===== src/rtl/regfile_scoreboard.sv =====
// Multi-read-port register file with per-register in-flight producer counters and an ID stall.
// Optional macro REGFILE_BYPASS_EN: write-through bypass on reads plus the last-producer pending exception.
module regfile_scoreboard #(
  parameter int DATA_W   = 32,
  parameter int ADDR_W   = 5,
  parameter int NUM_RD   = 2,
  parameter int CNT_W    = 2,
  parameter int ZERO_REG = 1
) (
  input  logic                     clk,
  input  logic                     rst_n,
  input  logic                     wr_en,
  input  logic [ADDR_W-1:0]        wr_addr,
  input  logic [DATA_W-1:0]        wr_data,
  input  logic [NUM_RD*ADDR_W-1:0] rd_addr,
  input  logic [NUM_RD-1:0]        rd_use,
  output logic [NUM_RD*DATA_W-1:0] rd_data,
  output logic [NUM_RD-1:0]        rd_pending,
  output logic                     stall,
  input  logic                     iss_valid,
  input  logic [ADDR_W-1:0]        iss_dst,
  output logic                     iss_ready,
  input  logic                     flush
);

  localparam int               DEPTH    = 1 << ADDR_W;
  localparam logic [CNT_W-1:0] CNT_MAX  = '1;
  localparam logic [CNT_W-1:0] CNT_ONE  = CNT_W'(1);
  localparam bit               HAS_ZERO = (ZERO_REG != 0);

  logic [DATA_W-1:0] regs_reg [DEPTH];
  logic [CNT_W-1:0]  cnt_reg  [DEPTH];
  logic [CNT_W-1:0]  cnt_next [DEPTH];

  logic wr_fire;
  logic iss_zero;
  logic iss_fire;
  logic iss_ready_int;

  assign wr_fire  = wr_en && !(HAS_ZERO && wr_addr == '0);
  assign iss_zero = HAS_ZERO && iss_dst == '0;

  // A saturated counter may still accept an issue when its writeback retires a producer this cycle.
  assign iss_ready_int = iss_zero || (cnt_reg[iss_dst] != CNT_MAX) || (wr_en && wr_addr == iss_dst);
  assign iss_ready     = iss_ready_int;
  assign iss_fire      = iss_valid && iss_ready_int && !iss_zero;

  always_ff @(posedge clk or negedge rst_n) begin
    if (!rst_n) begin
      for (int i = 0; i < DEPTH; i++) begin
        regs_reg[i] <= '0;
        cnt_reg[i]  <= '0;
      end
    end else begin
      if (wr_fire) begin
        regs_reg[wr_addr] <= wr_data;
      end
      for (int i = 0; i < DEPTH; i++) begin
        cnt_reg[i] <= cnt_next[i];
      end
    end
  end

  // Issue and retire on the same register cancel; retire at zero is absorbed.
  always_comb begin
    for (int i = 0; i < DEPTH; i++) begin
      cnt_next[i] = cnt_reg[i];
      if (flush) begin
        cnt_next[i] = '0;
      end else if (iss_fire && iss_dst == ADDR_W'(i) && !(wr_fire && wr_addr == ADDR_W'(i))) begin
        cnt_next[i] = cnt_reg[i] + CNT_ONE;
      end else if (wr_fire && wr_addr == ADDR_W'(i) && !(iss_fire && iss_dst == ADDR_W'(i))
                   && cnt_reg[i] != '0) begin
        cnt_next[i] = cnt_reg[i] - CNT_ONE;
      end
    end
  end

  genvar gi;
  generate
    for (gi = 0; gi < NUM_RD; gi++) begin : g_rd
      logic [ADDR_W-1:0] addr;
      logic              addr_zero;
      logic              bypass_hit;
      logic [CNT_W-1:0]  cnt_at;

      assign addr      = rd_addr[gi*ADDR_W +: ADDR_W];
      assign addr_zero = HAS_ZERO && addr == '0;
      assign cnt_at    = cnt_reg[addr];
`ifdef REGFILE_BYPASS_EN
      assign bypass_hit = wr_en && wr_addr == addr;
`else
      assign bypass_hit = 1'b0;
`endif
      assign rd_data[gi*DATA_W +: DATA_W] = (!rst_n || addr_zero) ? '0 :
                                            bypass_hit ? wr_data : regs_reg[addr];
      // The last producer being written back this cycle is already forwarded, so it does not stall.
      assign rd_pending[gi] = rst_n && !addr_zero && (cnt_at != '0)
                              && !(bypass_hit && cnt_at == CNT_ONE);
    end
  endgenerate

  assign stall = |(rd_use & rd_pending);

endmodule


===== config.mk =====
export PLATFORM = sky130hd
export DESIGN_NAME = regfile_scoreboard
export DESIGN_NICKNAME = d
export VERILOG_FILES = /design/src/rtl/regfile_scoreboard.sv
export SDC_FILE = /design/constraint.sdc
export NUM_CORES = 2
export LEC_CHECK = 0
export CAP_MARGIN = 20
export CORE_MARGIN = 4
export CORE_UTILIZATION = 25
export CTS_CLUSTER_DIAMETER = 60
export CTS_CLUSTER_SIZE = 30
export DETAILED_ROUTE_END_ITERATION = 7
export PLACE_DENSITY = 0.41
export SLEW_MARGIN = 20
export SYNTH_ARGS = -nofsm -noshare
export SYNTH_HDL_FRONTEND = slang
export SYNTH_SLANG_ARGS = --single-unit

===== constraint.sdc =====
create_clock -name clk -period 9.1 [get_ports clk]
set_clock_uncertainty 0.1 [all_clocks]
set_input_delay 1.82 -clock clk [delete_from_list [all_inputs] [get_ports clk]]
set_output_delay 1.82 -clock clk [all_outputs]
set_load 0.005 [all_outputs]

==> results.py <==
metrics = {
    "pwr": {
        "leakagePower_nw": 28.5,
        "p_per_area_nw_per_um2": 212,
        "ir_worst_vdd_mv": 0.166,
    },
    "routing": {
        "wire_per_inst_um": 29.0,
        "wl_um": 215000,
        "viasPerCell": 5.10,
        "dr.pass1.iters": 5,
        "first_iter_violations": 2578,
        "vias": 37806,
        "drc_errors": 0,
        "ant_nets": 0,
    },
    "logic_synthesis": {
        "synthCells": 4263,
        "syn_area_per_cell_um2": 13.9,
        "yosysTopAreaCellShare": 0.461,
        "yosysTopAreaCell": "dfrtp_1",
        "synth.net_count": 4322,
        "synth_seq_cells": 1088,
        "synth-async-reset-ratio": 1.00,
        "synth_edf_count": 0,
        "netlist_top_cells_area": "dfrtp_1 (46%), mux4_2 (21%), mux2_2 (18%), nand2_1 (2.8%), mux2i_1 (2.5%)",
        "syn_area_um2": 59100,
        "ys_seq_area_frac": 0.461,
        "ys_warn_count": 0,
        "ys_types": 61,
        "synthFlopType": "dfrtp_1",
    },
    "timing": {
        "tns_ns": 0,
        "worstMarginPinSlew_ns": 1.17,
        "setup_viol": 0,
        "maxSlewViolCount": 0,
        "slew_headroom": 0.219,
        "min_period_over_period": 0.825,
        "period_needed_ns": 7.51,
        "fmax_mhz": 133,
        "rsz0062_at_grt": "false",
        "hold_viol": 0,
    },
    "worst_setup_path": {
        "cp.arrival_ns": 5.59,
        "crit_type": "input pin to primary output",
        "critical_path.slowest_cell": "o32ai_1",
        "cp_max_fo": 59,
        "max_stage_delay_ns": 0.77,
        "required_ns": 7.18,
        "crit_path_cell_trace": "buf_8 > buf_4 > mux4_2 > o22a_1 > and3_1 > o32ai_1 > a22o_1 > clkdlybuf4s50_1",
        "cpLargestDelayFamily": "buffers and inverters",
        "crit_buf_inv": 3,
        "cp-start-kind": "input pin",
        "end_kind": "primary output",
    },
    "cts": {
        "post-cts-setup-buffers": 0,
        "clk_pin_slew_ns": 0.06,
        "cts.sinks": 1088,
        "cts_root_buf": "clkbuf_16",
        "cts-hold-fix-buffers": 0,
        "cts_buffers": 115,
        "clockBufferDepth": 3,
        "cts_resized": 0,
        "tritoncts": "yes",
        "clock_latency_ns": 0.76,
        "h-tree-depth": 3,
    },
    "grt": {
        "overflow": 0,
        "grt.total_usage": 0.175,
        "antenna_found_initial": 15,
        "grt_pass1_vias": 40032,
        "grt_max_degree": 143,
        "grt_pass1_wl_um": 311000,
    },
    "cells_and_area": {
        "final_util": 0.288,
        "fillers": 23750,
        "largest_register_ffs": 1024,
        "final_cell_mix": "dfrtp_1 (1088), mux2_2 (924), mux4_2 (551)",
        "fin_nets": 4219,
        "drive_above_1_share": 0.448,
        "layout_commonest_cell": "dfrtp_1",
        "areaGrowthSynthToFinish_pct": 14.5,
    },
    "floorplan": {
        "rows": 178,
        "io_pins": 127,
        "die_area_um2": 244000,
        "fp.dieH_um": 494,
        "start_util": 0.251,
        "core_um2": 235000,
        "die_w_um": 494,
    },
    "placed_design": {
        "gp_congestion": 0.734,
        "dp_hpwl_um": 123000,
        "portBuffers": 126,
    },
    "min_path": {
        "worstHoldPathType": "register to register",
    },
    "job": {
        "maxCapViolCount": 0,
    },
    "status": {
        "status": "complete, no violations",
    },
}
## report_power, final
part	switching [W]	internal, W	leakage (nW)
combinational	0.00116	0.00167	12.4
sequential	0.000612	0.00570	14.0
clock	0.00235	0.00284	1.98
total	0.00412	0.0102	28.5
## worst paths after layout
kind | cells after the start | start | slack (ns) | end
min reg2reg | 0 | regs_reg[1019]$_DFFE_PN0P_ | 0.30 | regs_reg[1019]$_DFFE_PN0P_
max in group asynchronous | 5 | rst_n | 4.82 | regs_reg[887]$_DFFE_PN0P_
min in group asynchronous | 1 | rst_n | 0.91 | regs_reg[867]$_DFFE_PN0P_
max reg2reg | 6 | cnt_reg[26]$_DFFE_PN0P_ | 6.58 | cnt_reg[28]$_DFFE_PN0P_
min | 0 | regs_reg[1019]$_DFFE_PN0P_ | 0.30 | regs_reg[1019]$_DFFE_PN0P_
max | 8 | rd_addr[6] | 1.59 | stall
## metal layers
metal	vias up	part of all wire	track usage
li1	15947	-	-
met1	20769	0.45	0.238
met2	823	0.49	0.297
met3	255	0.038	0.0210
met4	12	0.023	0.0437
met5	-	0.00040	0
## cells in the mapped netlist (all sizes together) (7+ instances only)
| cell type | instances |
|---|---|
| a221oi | 42 |
| o211ai | 8 |
| mux2 | 924 |
| nor3 | 44 |
| nor3b | 8 |
| a211o | 22 |
| o221ai | 26 |
| buf | 141 |
| xnor2 | 7 |
| nor2 | 132 |
| or2 | 18 |
| or3 | 7 |
| a311oi | 8 |
| nor2b | 12 |
| dfrtp | 1088 |
| nand3 | 25 |
| mux4 | 551 |
| o22ai | 28 |
| nand2 | 446 |
| inv | 17 |
| nand2b | 24 |
| clkbuf | 317 |
| o21ai | 36 |
| a211oi | 33 |
| a21oi | 77 |
| mux2i | 147 |
| and2 | 18 |
## metrics by stage
stage	setup WS (ns)	power, W	instance area, µm²	std cells	hold WS (ns)
floorplan	3.54	0.00827	59100	4263	0.341
detailed placement	1.43	0.00926	63600	7193	0.286
global placement	1.44	0.00921	63600	7191	0.280
CTS	1.41	0.0145	67700	7411	0.301
global route	1.43	0.0150	67600	7412	0.312
finish	1.59	0.0143	67700	7416	0.300
## worst register-to-register path, delay by kind of cell, from the launching register on
kind / cells / cell delay (ns)
DFF: 1 / 0.48
muxes: 1 / 0.55
AOI/OAI and AO/OA: 4 / 1.16
and+or+nand+nor: 1 / 0.10
## area by class of cell
| class | count | area (µm²) | share of cell area |
|---|---|---|---|
| multi-input cells | 2700 | 30200 | 0.446 |
| flip-flops and latches | 1088 | 27200 | 0.402 |
| well taps | 3150 | 3940 | 0.0583 |
| clock buffers | 133 | 3070 | 0.0453 |
| repair buffers | 238 | 2160 | 0.0319 |
| clock inverters | 85 | 1020 | 0.0151 |
| inverters | 17 | 63.8 | 0.000943 |
| diodes | 5 | 12.5 | 0.000185 |
## cell families after synthesis
kind of cell              synth area share
AOI/OAI and AO/OA                   0.0378
xor gates and xnor gates           0.00163
buffers and inverters               0.0334
DFF                                  0.461
muxes                                0.411
and+or+nand+nor                     0.0552
Note: power is estimated with default switching activity, not from simulation.
